--- src/rtl/joystick_splitter_scanner_if.sv ---
// Signal bundle between the DB9 splitter scanner and its surroundings.
// The scanner connects through the slave modport; the driving side uses master.
interface joystick_splitter_scanner_if #(
    parameter int unsigned NUM_JOYS = 2,
    parameter int unsigned BUTTONS  = 6
) ();
    localparam int unsigned SELW = (NUM_JOYS > 1) ? $clog2(NUM_JOYS) : 1;

    logic                         enable;
    logic [BUTTONS-1:0]           db9_in;
    logic [SELW-1:0]              sel_out;
    logic [NUM_JOYS-1:0]          af_en;
    logic [1:0]                   af_rate;
    logic                         vsync_n;
    logic [NUM_JOYS*BUTTONS-1:0]  joy_state;
    logic [NUM_JOYS-1:0]          changed;
    logic                         frame_done;

    modport master (
        output enable, db9_in, af_en, af_rate, vsync_n,
        input  sel_out, joy_state, changed, frame_done
    );

    modport slave (
        input  enable, db9_in, af_en, af_rate, vsync_n,
        output sel_out, joy_state, changed, frame_done
    );
endinterface

--- src/rtl/joystick_splitter_scanner.sv ---
// Time-multiplexed scanner for joysticks sharing one DB9 port via a splitter:
// per-slot settle/sample/hold, per-channel debounce and vsync-based autofire.
module joystick_splitter_scanner #(
    parameter int unsigned NUM_JOYS    = 2,
    parameter int unsigned BUTTONS     = 6,
    parameter int unsigned SLOT_CLKS   = 140000,
    parameter int unsigned SETTLE_CLKS = 16,
    parameter int unsigned DEBOUNCE    = 3
) (
    input  logic                         clk,
    input  logic                         rst_n,
    joystick_splitter_scanner_if.slave   bus
);
    localparam int unsigned SELW  = (NUM_JOYS > 1)  ? $clog2(NUM_JOYS)  : 1;
    localparam int unsigned SLOTW = (SLOT_CLKS > 1) ? $clog2(SLOT_CLKS) : 1;
    localparam int unsigned CNTW  = (DEBOUNCE > 1)  ? $clog2(DEBOUNCE)  : 1;
    localparam int unsigned JOYW  = NUM_JOYS * BUTTONS;
    localparam int unsigned FIRE1 = 4;

    localparam logic [1:0] ST_SETTLE = 2'd0;
    localparam logic [1:0] ST_SAMPLE = 2'd1;
    localparam logic [1:0] ST_HOLD   = 2'd2;

    logic [1:0]         state_q, state_d;
    logic [SLOTW-1:0]   slot_q, slot_d;
    logic [SELW-1:0]    sel_q, sel_d;
    logic               sample_c;

    logic [BUTTONS-1:0] last_q   [NUM_JOYS];
    logic [BUTTONS-1:0] last_d   [NUM_JOYS];
    logic [CNTW-1:0]    cnt_q    [NUM_JOYS];
    logic [CNTW-1:0]    cnt_d    [NUM_JOYS];
    logic [BUTTONS-1:0] stable_q [NUM_JOYS];
    logic [BUTTONS-1:0] stable_d [NUM_JOYS];

    logic [JOYW-1:0]     joy_q, joy_d;
    logic [NUM_JOYS-1:0] changed_q, changed_d;
    logic                frame_done_q, frame_done_d;

    logic                vs_q;
    logic [3:0]          vcnt_q;
    logic                phase_c;

    // Slot sequencer state register
    always_ff @(posedge clk or negedge rst_n) begin
        if (!rst_n) begin
            state_q <= ST_SETTLE;
            slot_q  <= '0;
            sel_q   <= '0;
        end else begin
            state_q <= state_d;
            slot_q  <= slot_d;
            sel_q   <= sel_d;
        end
    end

    // Slot sequencer next state; select only advances at the slot boundary
    always_comb begin
        state_d  = state_q;
        slot_d   = slot_q + SLOTW'(1);
        sel_d    = sel_q;
        sample_c = 1'b0;
        case (state_q)
            ST_SETTLE: begin
                if (slot_q == SLOTW'(SETTLE_CLKS - 1)) state_d = ST_SAMPLE;
            end
            ST_SAMPLE: begin
                sample_c = 1'b1;
                state_d  = ST_HOLD;
            end
            ST_HOLD: begin
                if (slot_q == SLOTW'(SLOT_CLKS - 1)) begin
                    state_d = ST_SETTLE;
                    slot_d  = '0;
                    if (bus.enable && (sel_q != SELW'(NUM_JOYS - 1)))
                        sel_d = sel_q + SELW'(1);
                    else
                        sel_d = '0;
                end
            end
            default: begin
                state_d = ST_SETTLE;
                slot_d  = '0;
            end
        endcase
    end

    // Debounce: last holds raw pin polarity, stable holds active-high state
    always_comb begin
        changed_d = '0;
        for (int c = 0; c < int'(NUM_JOYS); c++) begin
            last_d[c]   = last_q[c];
            cnt_d[c]    = cnt_q[c];
            stable_d[c] = stable_q[c];
            if (sample_c && (sel_q == SELW'(c))) begin
                if (bus.db9_in == last_q[c]) begin
                    if (cnt_q[c] != CNTW'(DEBOUNCE - 1))
                        cnt_d[c] = cnt_q[c] + CNTW'(1);
                end else begin
                    cnt_d[c]  = '0;
                    last_d[c] = bus.db9_in;
                end
                if ((cnt_d[c] == CNTW'(DEBOUNCE - 1)) && (~bus.db9_in != stable_q[c])) begin
                    stable_d[c]  = ~bus.db9_in;
                    changed_d[c] = 1'b1;
                end
            end
        end
    end

    always_ff @(posedge clk or negedge rst_n) begin
        if (!rst_n) begin
            for (int c = 0; c < int'(NUM_JOYS); c++) begin
                last_q[c]   <= '1;
                cnt_q[c]    <= '0;
                stable_q[c] <= '0;
            end
        end else begin
            for (int c = 0; c < int'(NUM_JOYS); c++) begin
                last_q[c]   <= last_d[c];
                cnt_q[c]    <= cnt_d[c];
                stable_q[c] <= stable_d[c];
            end
        end
    end

    // Vsync rising-edge counter driving the autofire phase
    always_ff @(posedge clk or negedge rst_n) begin
        if (!rst_n) begin
            vs_q   <= 1'b1;
            vcnt_q <= '0;
        end else begin
            vs_q <= bus.vsync_n;
            if (bus.vsync_n && !vs_q) vcnt_q <= vcnt_q + 4'd1;
        end
    end

    assign phase_c = vcnt_q[bus.af_rate];

    // Output mapping; joy_state lines up with the changed pulse
    always_comb begin
        joy_d = '0;
        for (int c = 0; c < int'(NUM_JOYS); c++) begin
            joy_d[c*BUTTONS +: BUTTONS] = stable_d[c];
            if (bus.af_en[c] && !phase_c) joy_d[c*BUTTONS + FIRE1] = 1'b0;
        end
        frame_done_d = sample_c &&
                       ((sel_q == SELW'(NUM_JOYS - 1)) || ((sel_q == '0) && !bus.enable));
    end

    always_ff @(posedge clk or negedge rst_n) begin
        if (!rst_n) begin
            joy_q        <= '0;
            changed_q    <= '0;
            frame_done_q <= 1'b0;
        end else begin
            joy_q        <= joy_d;
            changed_q    <= changed_d;
            frame_done_q <= frame_done_d;
        end
    end

    assign bus.sel_out    = sel_q;
    assign bus.joy_state  = joy_q;
    assign bus.changed    = changed_q;
    assign bus.frame_done = frame_done_q;
endmodule

--- src/flat_wrapper.sv ---
// flat-port wrapper written by rule: the top's interface ports become plain ports
module joystick_splitter_scanner_flat 
#(
    parameter int unsigned NUM_JOYS    = 2,
    parameter int unsigned BUTTONS     = 6,
    parameter int unsigned SLOT_CLKS   = 140000,
    parameter int unsigned SETTLE_CLKS = 16,
    parameter int unsigned DEBOUNCE    = 3
)
  (clk, rst_n, bus_enable, bus_db9_in, bus_af_en, bus_af_rate, bus_vsync_n, bus_sel_out, bus_joy_state, bus_changed, bus_frame_done);
  joystick_splitter_scanner_if #(.NUM_JOYS(NUM_JOYS), .BUTTONS(BUTTONS)) bus_i ();
  input  logic clk;
  input  logic rst_n;
  input wire logic [$bits(bus_i.enable)-1:0] bus_enable;
  input wire logic [$bits(bus_i.db9_in)-1:0] bus_db9_in;
  input wire logic [$bits(bus_i.af_en)-1:0] bus_af_en;
  input wire logic [$bits(bus_i.af_rate)-1:0] bus_af_rate;
  input wire logic [$bits(bus_i.vsync_n)-1:0] bus_vsync_n;
  output wire logic [$bits(bus_i.sel_out)-1:0] bus_sel_out;
  output wire logic [$bits(bus_i.joy_state)-1:0] bus_joy_state;
  output wire logic [$bits(bus_i.changed)-1:0] bus_changed;
  output wire logic [$bits(bus_i.frame_done)-1:0] bus_frame_done;
  assign bus_i.enable = bus_enable;
  assign bus_i.db9_in = bus_db9_in;
  assign bus_i.af_en = bus_af_en;
  assign bus_i.af_rate = bus_af_rate;
  assign bus_i.vsync_n = bus_vsync_n;
  assign bus_sel_out = bus_i.sel_out;
  assign bus_joy_state = bus_i.joy_state;
  assign bus_changed = bus_i.changed;
  assign bus_frame_done = bus_i.frame_done;
  joystick_splitter_scanner #(.NUM_JOYS(NUM_JOYS), .BUTTONS(BUTTONS), .SLOT_CLKS(SLOT_CLKS), .SETTLE_CLKS(SETTLE_CLKS), .DEBOUNCE(DEBOUNCE)) u_core (.clk(clk), .rst_n(rst_n), .bus(bus_i));
endmodule
--- config.mk ---
export PLATFORM = sky130hd
export DESIGN_NAME = joystick_splitter_scanner_flat
export DESIGN_NICKNAME = d
export VERILOG_FILES = /design/src/rtl/joystick_splitter_scanner_if.sv /design/src/rtl/joystick_splitter_scanner.sv /design/src/flat_wrapper.sv
export SDC_FILE = /design/constraint.sdc
export NUM_CORES = 1
export LEC_CHECK = 0
export ABC_CLOCK_PERIOD_IN_PS = 2200
export CAP_MARGIN = 0
export CORE_MARGIN = 5
export CORE_UTILIZATION = 37
export CTS_CLUSTER_DIAMETER = 120
export DETAILED_ROUTE_END_ITERATION = 8
export PLACE_DENSITY = 0.54
export SLEW_MARGIN = 30
export SYNTH_ARGS = -nofsm -noshare
export SYNTH_HDL_FRONTEND = slang
export SYNTH_SLANG_ARGS = --single-unit
--- constraint.sdc ---
create_clock -name clk -period 2.2 [get_ports clk]
set_clock_uncertainty 0.15 [all_clocks]
set_input_delay 0.44 -clock clk [delete_from_list [all_inputs] [get_ports clk]]
set_output_delay 0.44 -clock clk [all_outputs]
set_load 0.005 [all_outputs]
### Yosys cells after proc, flatten, opt, wreduce, memory -nomap -nowiden

Cells that the tools add are included.
W data, S select, Z words.

| word-level totals | value |
|---|---|
| flip-flop bits (word level) | 69 |
| bits in latches | 0 |
| memory bits (writable) | 0 |
| ROM bits | 0 |
| bits of input ports | 14 |
| output and inout port bits | 16 |
| logic and storage cells | 83 |
| memories kept | 0 |

| cells by class | value |
|---|---|
| $add $sub $neg | 5 |
| multipliers | 0 |
| divide/modulo/power cells | 0 |
| order comparisons | 1 |
| equality and inequality tests | 14 |
| shift operators | 0 |
| mux-type cells | 25 |
| bitwise logic cells | 4 |
| reduce and logical (&&, ||, !) cells | 20 |

Operator list:

| operator | number |
|---|---|
| $pmux W18 S2 | 1 |
| $mux W6 | 4 |
| $add A18 B1 Y18 const B | 1 |
| $eq A18 B18 Y1 const B | 1 |
| $eq A18 B4 Y1 const B | 1 |
| $mux W18 | 1 |
| $mux W2 | 8 |
| $eq A6 B6 Y1 | 2 |
| $ne A6 B6 Y1 | 2 |
| $logic_and A1 B1 Y1 | 10 |
| $mux W1 | 9 |
| $reduce_and A2 Y1 | 4 |
| $eq A2 B2 Y1 const B | 3 |
| $not A6 Y6 | 1 |
| $pmux W2 S3 | 1 |
| $add A2 B1 Y2 const B | 2 |
| $add A4 B1 Y4 const B | 1 |
| $ne A2 B1 Y1 const B | 2 |
| $ne A2 B2 Y1 const B | 2 |
| $logic_not A1 Y1 | 3 |
| $lt A2 B3 Y1 const B | 1 |
| $not A1 Y1 | 3 |
| $bmux W1 S2 | 1 |
| $eq A2 B1 Y1 const B | 1 |
| 4 further kinds | 4 |

### Depth between registers and ports, before layout

Gate-level depths: netlist of the first run.

| logic depth | value |
|---|---|
| depth in word-level cells | 9 |
| mapped depth | 6 |
| depth with buffers taken out | 6 |

### Worst setup path before layout of the first run

Ideal clock, no wire load.

| path | value |
|---|---|
| path type | input port to flip-flop |
| start | in bus_db9_in[4] |
| end | reg u_core.joy_q[4], in the netlist u_core.bus.joy_state[4] |
| setup time | 0.134 ns |
| arrival time | 1.810 ns |
| required time | 1.916 ns |
| path slack | 0.106 ns |
| stages on the path | 6 |
| buffers on the path | 2 |
| cells stage by stage | clkbuf_1 -> xor2_1 -> or4_1 -> clkbuf_1 -> o31ai_1 -> a21oi_1 |

| between the ends | value |
|---|---|
| longest elaborated chain between the ends | 8 |
| elaborated cells on any way between the ends | 10 |
| classes of those cells | eq/ne (3); mux (5); bitwise (1); reduce/logical (1) |

Ends and longest elaborated chain:

| what | line | source |
|---|---|---|
| start: declaration | flat_wrapper.sv:15 | `input wire logic [$bits(bus_i.db9_in)-1:0] bus_db9_in;` |
| $eq A6 B6 Y1 | joystick_splitter_scanner.sv:96 | `if (bus.db9_in == last_q[c]) begin` |
| $mux W2 | joystick_splitter_scanner.sv:96 |  |
| $mux W2 | joystick_splitter_scanner.sv:95 | `if (sample_c && (sel_q == SELW'(c))) begin` |
| $eq A2 B2 Y1 | joystick_splitter_scanner.sv:103 | `if ((cnt_d[c] == CNTW'(DEBOUNCE - 1)) && (~bus.db9_in != stable_q[c])) begin` |
| $logic_and A1 B1 Y1 | joystick_splitter_scanner.sv:103 |  |
| $mux W6 (*) | joystick_splitter_scanner.sv:103 |  |
| $mux W6 (*) | joystick_splitter_scanner.sv:95 |  |
| $mux W1 (*) | joystick_splitter_scanner.sv:145 | `if (bus.af_en[c] && !phase_c) joy_d[c*BUTTONS + FIRE1] = 1'b0;` |
| net u_core.joy_d[4] | joystick_splitter_scanner.sv:36 | `logic [JOYW-1:0] joy_q, joy_d;` |
| end signal: assignment | joystick_splitter_scanner.sv:157 | `joy_q <= joy_d;` |
| end: declaration | joystick_splitter_scanner.sv:36 |  |

The timed path passes the listed nets; every way through them passes the cells marked *. The select of a mux whose other input is x is not followed.
A chain may end at the register's enable or synchronous reset.

### Final worst setup path of the first run

| path | value |
|---|---|
| start | in bus_db9_in[2] |
| end | reg u_core.joy_q[5], in the netlist u_core.bus.joy_state[5] |

| between the ends | value |
|---|---|
| longest elaborated chain between the ends | 7 |
| elaborated cells on any way between the ends | 9 |
| classes of those cells | eq/ne (3); mux (4); bitwise (1); reduce/logical (1) |

Ends and longest elaborated chain:

| what | line |
|---|---|
| $eq A6 B6 Y1 | joystick_splitter_scanner.sv:96 |
| $mux W2 | joystick_splitter_scanner.sv:96 |
| $mux W2 | joystick_splitter_scanner.sv:95 |
| $eq A2 B2 Y1 | joystick_splitter_scanner.sv:103 |
| $logic_and A1 B1 Y1 (*) | joystick_splitter_scanner.sv:103 |
| $mux W6 (*) | joystick_splitter_scanner.sv:103 |
| $mux W6 (*) | joystick_splitter_scanner.sv:95 |

Every way passes the cells marked *; elsewhere a longest branch is shown, timed or not. The select of a mux whose other input is x is not followed.

==> results of run 1 <==
## sequential cells by signal, summed over array words and instances (netlist names)
name                   flops
u_core.last_q             12
u_core.state_q             2
u_core.bus.changed         2
u_core.vs_q                1
u_core.bus.frame_done      1
u_core.bus.sel_out         1
u_core.slot_q             18
u_core.stable_q           10
u_core.vcnt_q              4
u_core.bus.joy_state       4
u_core.cnt_q               4
## logic make-up after synthesis
| logic type | count (synthesis) |
|---|---|
| simple gates | 73 |
| flops | 59 |
| compound gates | 57 |
| xor+xnor | 38 |
| buf+inv | 30 |
| mux | 13 |
| fa+ha+maj | 4 |
## through the flow
step | TNS, ns | hold slack, ns | worst slack (ns)
3_3_place_gp | -5.05 | 0.260 | -0.377
6_report | 0 | 0.319 | 0.119
5_1_grt | 0 | 0.344 | 0.0339
2_1_floorplan | 0 | -0.00559 | 0.106
4_1_cts | 0 | 0.326 | 0.00871
3_5_place_dp | -4.85 | 0.267 | -0.350
## how the worst min path moves through the flow
stage          cells past startpoint                    startpoint                               to
2_1_floorplan                      0                         rst_n  u_core.bus.changed[0]$_DFF_PN0_
3_3_place_gp                       1                         rst_n      u_core.cnt_q[2]$_DFFE_PN0P_
3_5_place_dp                       1                         rst_n      u_core.cnt_q[2]$_DFFE_PN0P_
4_1_cts                            1  u_core.vcnt_q[3]$_DFFE_PN0P_     u_core.vcnt_q[3]$_DFFE_PN0P_
5_1_grt                            1  u_core.vcnt_q[3]$_DFFE_PN0P_     u_core.vcnt_q[3]$_DFFE_PN0P_
6_report                           1  u_core.vcnt_q[3]$_DFFE_PN0P_     u_core.vcnt_q[3]$_DFFE_PN0P_
## metal layers
| layer | share of wire | up-vias | GRT usage | wire length, um |
|---|---|---|---|---|
| met5 | 0 | - | 0 | 0 |
| met4 | 0.022 | 0 | 0.0662 | 136 |
| met3 | 0.047 | 12 | 0.0320 | 293 |
| met2 | 0.47 | 44 | 0.218 | 2920 |
| met1 | 0.46 | 1044 | 0.174 | 2830 |
| li1 | - | 1071 | - | - |
## repair_timing
| item | CTS | global route |
|---|---|---|
| endpoints found under the hold margin | 16 | 0 |
| endpoints found under the setup margin | 0 | 13 |
| hold buffers | 1 | 0 |
| gates resized for setup | 0 | 5 |
## cell type report
| type | count | area share |
|---|---|---|
| inverter | 8 | 0.00806 |
| multi-input combinational | 185 | 0.358 |
| timing repair buffer | 59 | 0.143 |
| clock buffer | 14 | 0.0464 |
| tap | 102 | 0.0343 |
| clock inverter | 2 | 0.00941 |
| sequential | 59 | 0.401 |
## power breakdown
group	total (mW)	switching [mW]	internal (mW)	leakage (nW)
clock network	1.04	0.423	0.615	0.107
logic	0.237	0.105	0.132	0.719
registers	1.19	0.0427	1.14	0.751
## synthesized netlist by cell type, types with 6 or more instances
cell      count  share of area
nand3_1       7          0.012
dfstp_2      13           0.11
nand2_1      13          0.016
clkbuf_1      7         0.0088
o31ai_1       7          0.018
nor2b_1       6          0.013
dfrtp_1      46           0.39
nand4_1       8          0.017
a21oi_1      14          0.024
mux2_2       12          0.045
inv_1         8          0.010
xor2_1       22          0.065
o21ai_0      19          0.032
xnor2_1      16          0.047
buf_4        10          0.025
==> impl_results.md, run 1 <==
* Post-CTS setup buffers at 0
* FMAX at 481 MHz
* DR WL/cell at 14.4 um
* Area growth, synth to finish at 24.9%
* Total grt overflow at 0
* Worst R2R Path Depth at 4
* Post-synthesis sequential area ratio at 0.501
* Number of synthesized flops with an enable pin at 0
* GRT Total Usage at 0.137
* Simple-gate share of the synthesized area at 0.150
* Largest net degree at the start of global routing at 43
* Worst path cell trace: clkdlybuf4s50_1, xor2_1, or4_1, buf_4, o31ai_1, o21ai_0
* Starting Density at 0.382
* Post-Route WL at 6180 um
* Final ANT Viol Nets at 0
* Post-Syn Nets at 292
* Ys Warns at 0
* Starting DRT DRC Count at 50
* Vias in the first global route at 2290
* Largest family of logic cells by synthesized area: simple AND/OR/NAND/NOR gates
* Worst-path maximum fanout at 5
* Fillers at 735
* Final nets at 340
* RePlAce Congestion at 0.716
* Non-Filler Instances at 429
* Final Core Density at 0.477
* Asr flop ratio synth at 1.00
* Slowest CP cell: or4_1
* Register Area at 0.00149 sq mm
* Pwr Total at 2.46 mW
* Worst-margin pin slew at 0.439 ns
* Status: completed
* Min-Delay Path Class: reg2reg
* Mux cell area share after synthesis at 0.0529
* Max_cap viols at 0
* Count of cell types in the netlist at 46
* Compound-gate portion of the synthesized area at 0.113
* Dpl hpwl at 4410 um
* CTS tree: yes
* Post-Place Cells at 412
* Final Cycle Share at 0.946
* CTS root buffer: clkbuf_8
* Rel. slew slack at 0.707
* Die area at 0.00995 sq mm
* CP endpoint: u_core.bus.joy_state[5]$_DFFE_PN0P_
* Die height at 99.8 um
* Post-DP Area at 0.00349 sq mm
* Reg clk slew, reported paths at 0.07 ns
* VDD IR-drop max at 0.286 mV
* Reg-to-reg slack, setup at 0.20 ns
* Reg2Reg Capture Point: u_core.slot_q[17]$_DFF_PN0_
* Proportion of layout cells with a drive suffix above 1 at 0.242
* Predominant post-synthesis flop cell: dfrtp_1
* Final slew viol count at 0
* Vias per inst at 5.06
* Synthesized area at 0.00298 sq mm
* # DRC at 0
* Design Area, Final at 0.00372 sq mm
* FP Rows at 32
* Yosys reg bits at 59
* CP top delay family: buffers and inverters
* Ports at 30
* CP max stage delay at 0.52 ns
* Footprint of the multi-input gates at 0.00133 sq mm
* H-tree levels at 3
* Commonest non-fill, non-tap cells in the layout: dfrtp_1 (46), buf_4 (28), clkdlybuf4s50_1 (25)
* RSZ-0062 raised after global routing: false
* Total CTS buffers at 9
* Worst setup SP type: primary input
* First-pass GRT wire length at 10800 um
* P per Cell Area at 661 mW/mm^2
* Initial antenna violation count at 0
* CP Class: in2reg
* Setup violators final at 0
* Clk_lat worst skew at 0.34 ns
* Chip width at 99.8 um
* Diodes inserted at 0
* Core area at 0.00781 sq mm
* Post-synthesis xor/xnor area fraction at 0.112
* Setup crit end kind: flip-flop
* Cells after Synth at 274
* Vias at 2171
* Drt pass-1 iters at 4
* Commonest non-fill, non-tap cell in the layout: dfrtp_1
* Fin. Hold Viols at 0
* Worst Path Buf+Inv at 2
* Pleak at 1.58 nW
* Mapped Avg Cell Area at 10.9 sq um
* WP data required at 2.26 ns
* Adder-cell area share of the yosys netlist at 0.0168
* Port bufs at 29
* Final min period at 2.08 ns
* Clock Path Buffers at 2
* RR Startpoint: u_core.slot_q[2]$_DFF_PN0_
* WP depth at 6
* TritonCTS Sinks at 59
* Crit path launch: bus_db9_in[2]
* Worst Path Arrival at 2.14 ns
Note: power is estimated with default switching activity, not from simulation.
==> inputs of run 2 (changes only) <==
Settings changed: CORE_ASPECT_RATIO set to 1.5.
==> impl_results.md, run 2 (synthesis gave the netlist of run 1 again) <==
* Final min period at 2.14 ns (+0.0636 ns)
* Worst-path maximum fanout at 3 (-2)
* Commonest non-fill, non-tap cells in the layout: dfrtp_1 (46), buf_4 (35), clkdlybuf4s50_1 (27)
* Post-Place Cells at 422 (+2.4%)
* Worst Path Arrival at 2.21 ns (+0.07 ns)
* Port bufs at 29 (unchanged)
* RePlAce Congestion at 0.812 (+13%)
* Starting Density at 0.375 (-0.00721)
* Worst-margin pin slew at 0.458 ns (+0.0186 ns)
* Net switching power figure at 0.659 mW (+15%)
* First-pass GRT wire length at 11300 um (+4.2%)
* Drt pass-1 iters at 4 (unchanged)
* Final ANT Viol Nets at 0 (unchanged)
* CTS root buffer: clkbuf_16
* P per Cell Area at 783 mW/mm^2 (+18%)
* Clock Path Buffers at 2 (unchanged)
* Vias at 2265 (+4.3%)
* Rel. slew slack at 0.695 (-0.0124)
* Diodes inserted at 0 (unchanged)
* Vias in the first global route at 2293 (+0.13%)
* P_int at 2.41 mW (+27%)
* Ports at 30 (unchanged)
* # DRC at 0 (unchanged)
* CTS tree: yes
* FP Rows at 40 (+25%)
* Starting DRT DRC Count at 78 (+56%)
* Top reg by flops: u_core.slot_q
* Final hold slack at 0.314 ns (-0.00520 ns)
* Min-Delay Path Class: reg2reg
* Switching share of power at 0.215 (-0.0172)
* Number of flip-flops in the largest register at 18 (unchanged)
* Total CTS buffers at 9 (unchanged)
* Pleak at 1.65 nW (+4.4%)
* Post-Route WL at 6670 um (+7.9%)
* Final slew viol count at 0 (unchanged)
* Core area at 0.00796 sq mm (+1.9%)
* WP data required at 2.27 ns (about the same)
* Max_cap viols at 0 (unchanged)
* Non-Filler Instances at 439 (+2.3%)
* Die area at 0.00999 sq mm (+0.37%)
* H-tree levels at 3 (unchanged)
* Pwr Total at 3.07 mW (+25%)
* Status: completed
* GRT Total Usage at 0.145 (+0.00858)
* Commonest non-fill, non-tap cell in the layout: dfrtp_1
* Clk_lat worst skew at 0.33 ns (about the same)
* Dpl hpwl at 4900 um (+11%)
* Setup crit end kind: flip-flop
* Proportion of layout cells with a drive suffix above 1 at 0.263 (+0.0219)
* Top Registers: u_core.slot_q: 18 flops, u_core.last_q: 12 flops, u_core.stable_q: 10 flops
* Chip width at 83.3 um (-17%)
* Initial antenna violation count at 0 (unchanged)
* Area growth, synth to finish at 31.5%
* Worst setup SP type: primary input
* Setup violators final at 0 (unchanged)
* Die height at 120 um (+20%)
* Vias per inst at 5.16 (+2.0%)
* Total grt overflow at 0 (unchanged)
* Clock share of power at 0.536 (+0.114)
* VDD IR-drop max at 0.462 mV (+62%)
* Sequential power share at 0.387 (-0.095)
* FMAX at 466 MHz (-3.0%)
* Reg clk slew, reported paths at 0.05 ns (-0.02 ns)
* Reg-to-reg slack, setup at 0.15 ns (-0.05 ns)
* Final nets at 347 (+2.1%)
* Combinational Power Share at 0.077 (-0.019)
* CP Class: in2reg
* Largest net degree at the start of global routing at 42 (-2.3%)
* RSZ-0062 raised after global routing: false
* Final Cycle Share at 0.975 (+0.0289)
* Fin. Hold Viols at 0 (unchanged)
* TritonCTS Sinks at 59 (unchanged)
* DR WL/cell at 15.2 um (+5.5%)
-- run 2: power groups by stage --
stage | clock network, mW | registers, mW | logic, mW
3_5_place_dp | 0 | 1.21 | 0.239
6_report | 1.64 | 1.19 | 0.237
3_3_place_gp | 0 | 1.21 | 0.237
5_1_grt | 1.74 | 1.20 | 0.266
2_1_floorplan | 0 | 1.20 | 0.130
4_1_cts | 1.68 | 1.19 | 0.242
-- run 2: final timing paths --
kind | start | endpoint | cells past startpoint
max reg2reg | u_core.cnt_q[0]$_DFFE_PN0P_ | u_core.stable_q[2]$_DFFE_PN0P_ | 6
min reg2reg | u_core.vcnt_q[3]$_DFFE_PN0P_ | u_core.vcnt_q[3]$_DFFE_PN0P_ | 1
min | u_core.vcnt_q[3]$_DFFE_PN0P_ | u_core.vcnt_q[3]$_DFFE_PN0P_ | 1
min in group asynchronous | rst_n | u_core.bus.joy_state[5]$_DFFE_PN0P_ | 2
max in group asynchronous | rst_n | u_core.last_q[5]$_DFFE_PN1P_ | 3
max | bus_db9_in[4] | u_core.bus.joy_state[4]$_DFF_PN0_ | 6
-- run 2: area by class of cell --
class	count	area [sq um]
clock inverters	6	113
clock buffers	10	239
inverters	8	30.0
flip-flops and latches	59	1490
multi-input cells	185	1330
fillers	693	4040
well taps	105	131
repair buffers	66	581
-- run 2: critical path, stage by stage --
cell and delay, ns:
clkdlybuf4s50_1 0.46, xor2_1 0.20, or4_1 0.55, o31ai_1 0.33, buf_4 0.17, a21oi_1 0.05
-- run 2: metal layers --
layer	up-vias	global-route usage	wire (um)
met5	-	0	0
met2	55	0.249	3470
li1	1094	-	-
met3	17	0.0501	311
met1	1099	0.159	2690
met4	0	0.0695	199
-- run 2: repair_timing --
| action | in CTS | in global routing |
|---|---|---|
| endpoints found under the hold margin | 14 | 0 |
| gates resized for setup | 1 | 3 |
| hold buffers | 1 | 0 |
| buffers inserted | 0 | 0 |
| setup endpoints to repair | 7 | 9 |
-- run 2: metrics by stage --
stage / setup slack [ns] / instance area, sq um / utilization / setup TNS [ns]
6_report: 0.0554 / 3920 / 0.493 / 0
5_1_grt: 0.0106 / 3920 / 0.493 / 0
4_1_cts: 0.0215 / 3910 / 0.492 / 0
3_5_place_dp: -0.321 / 3550 / 0.446 / -4.70
3_3_place_gp: -0.300 / 3550 / 0.446 / -4.35
2_1_floorplan: 0.106 / 2980 / - / 0
==> inputs of run 3 (changes only) <==
Settings changed: SLEW_MARGIN 30 to 5.
==> results of run 3 <==
Final layout, timing and power as in run 2 (identical DEF).
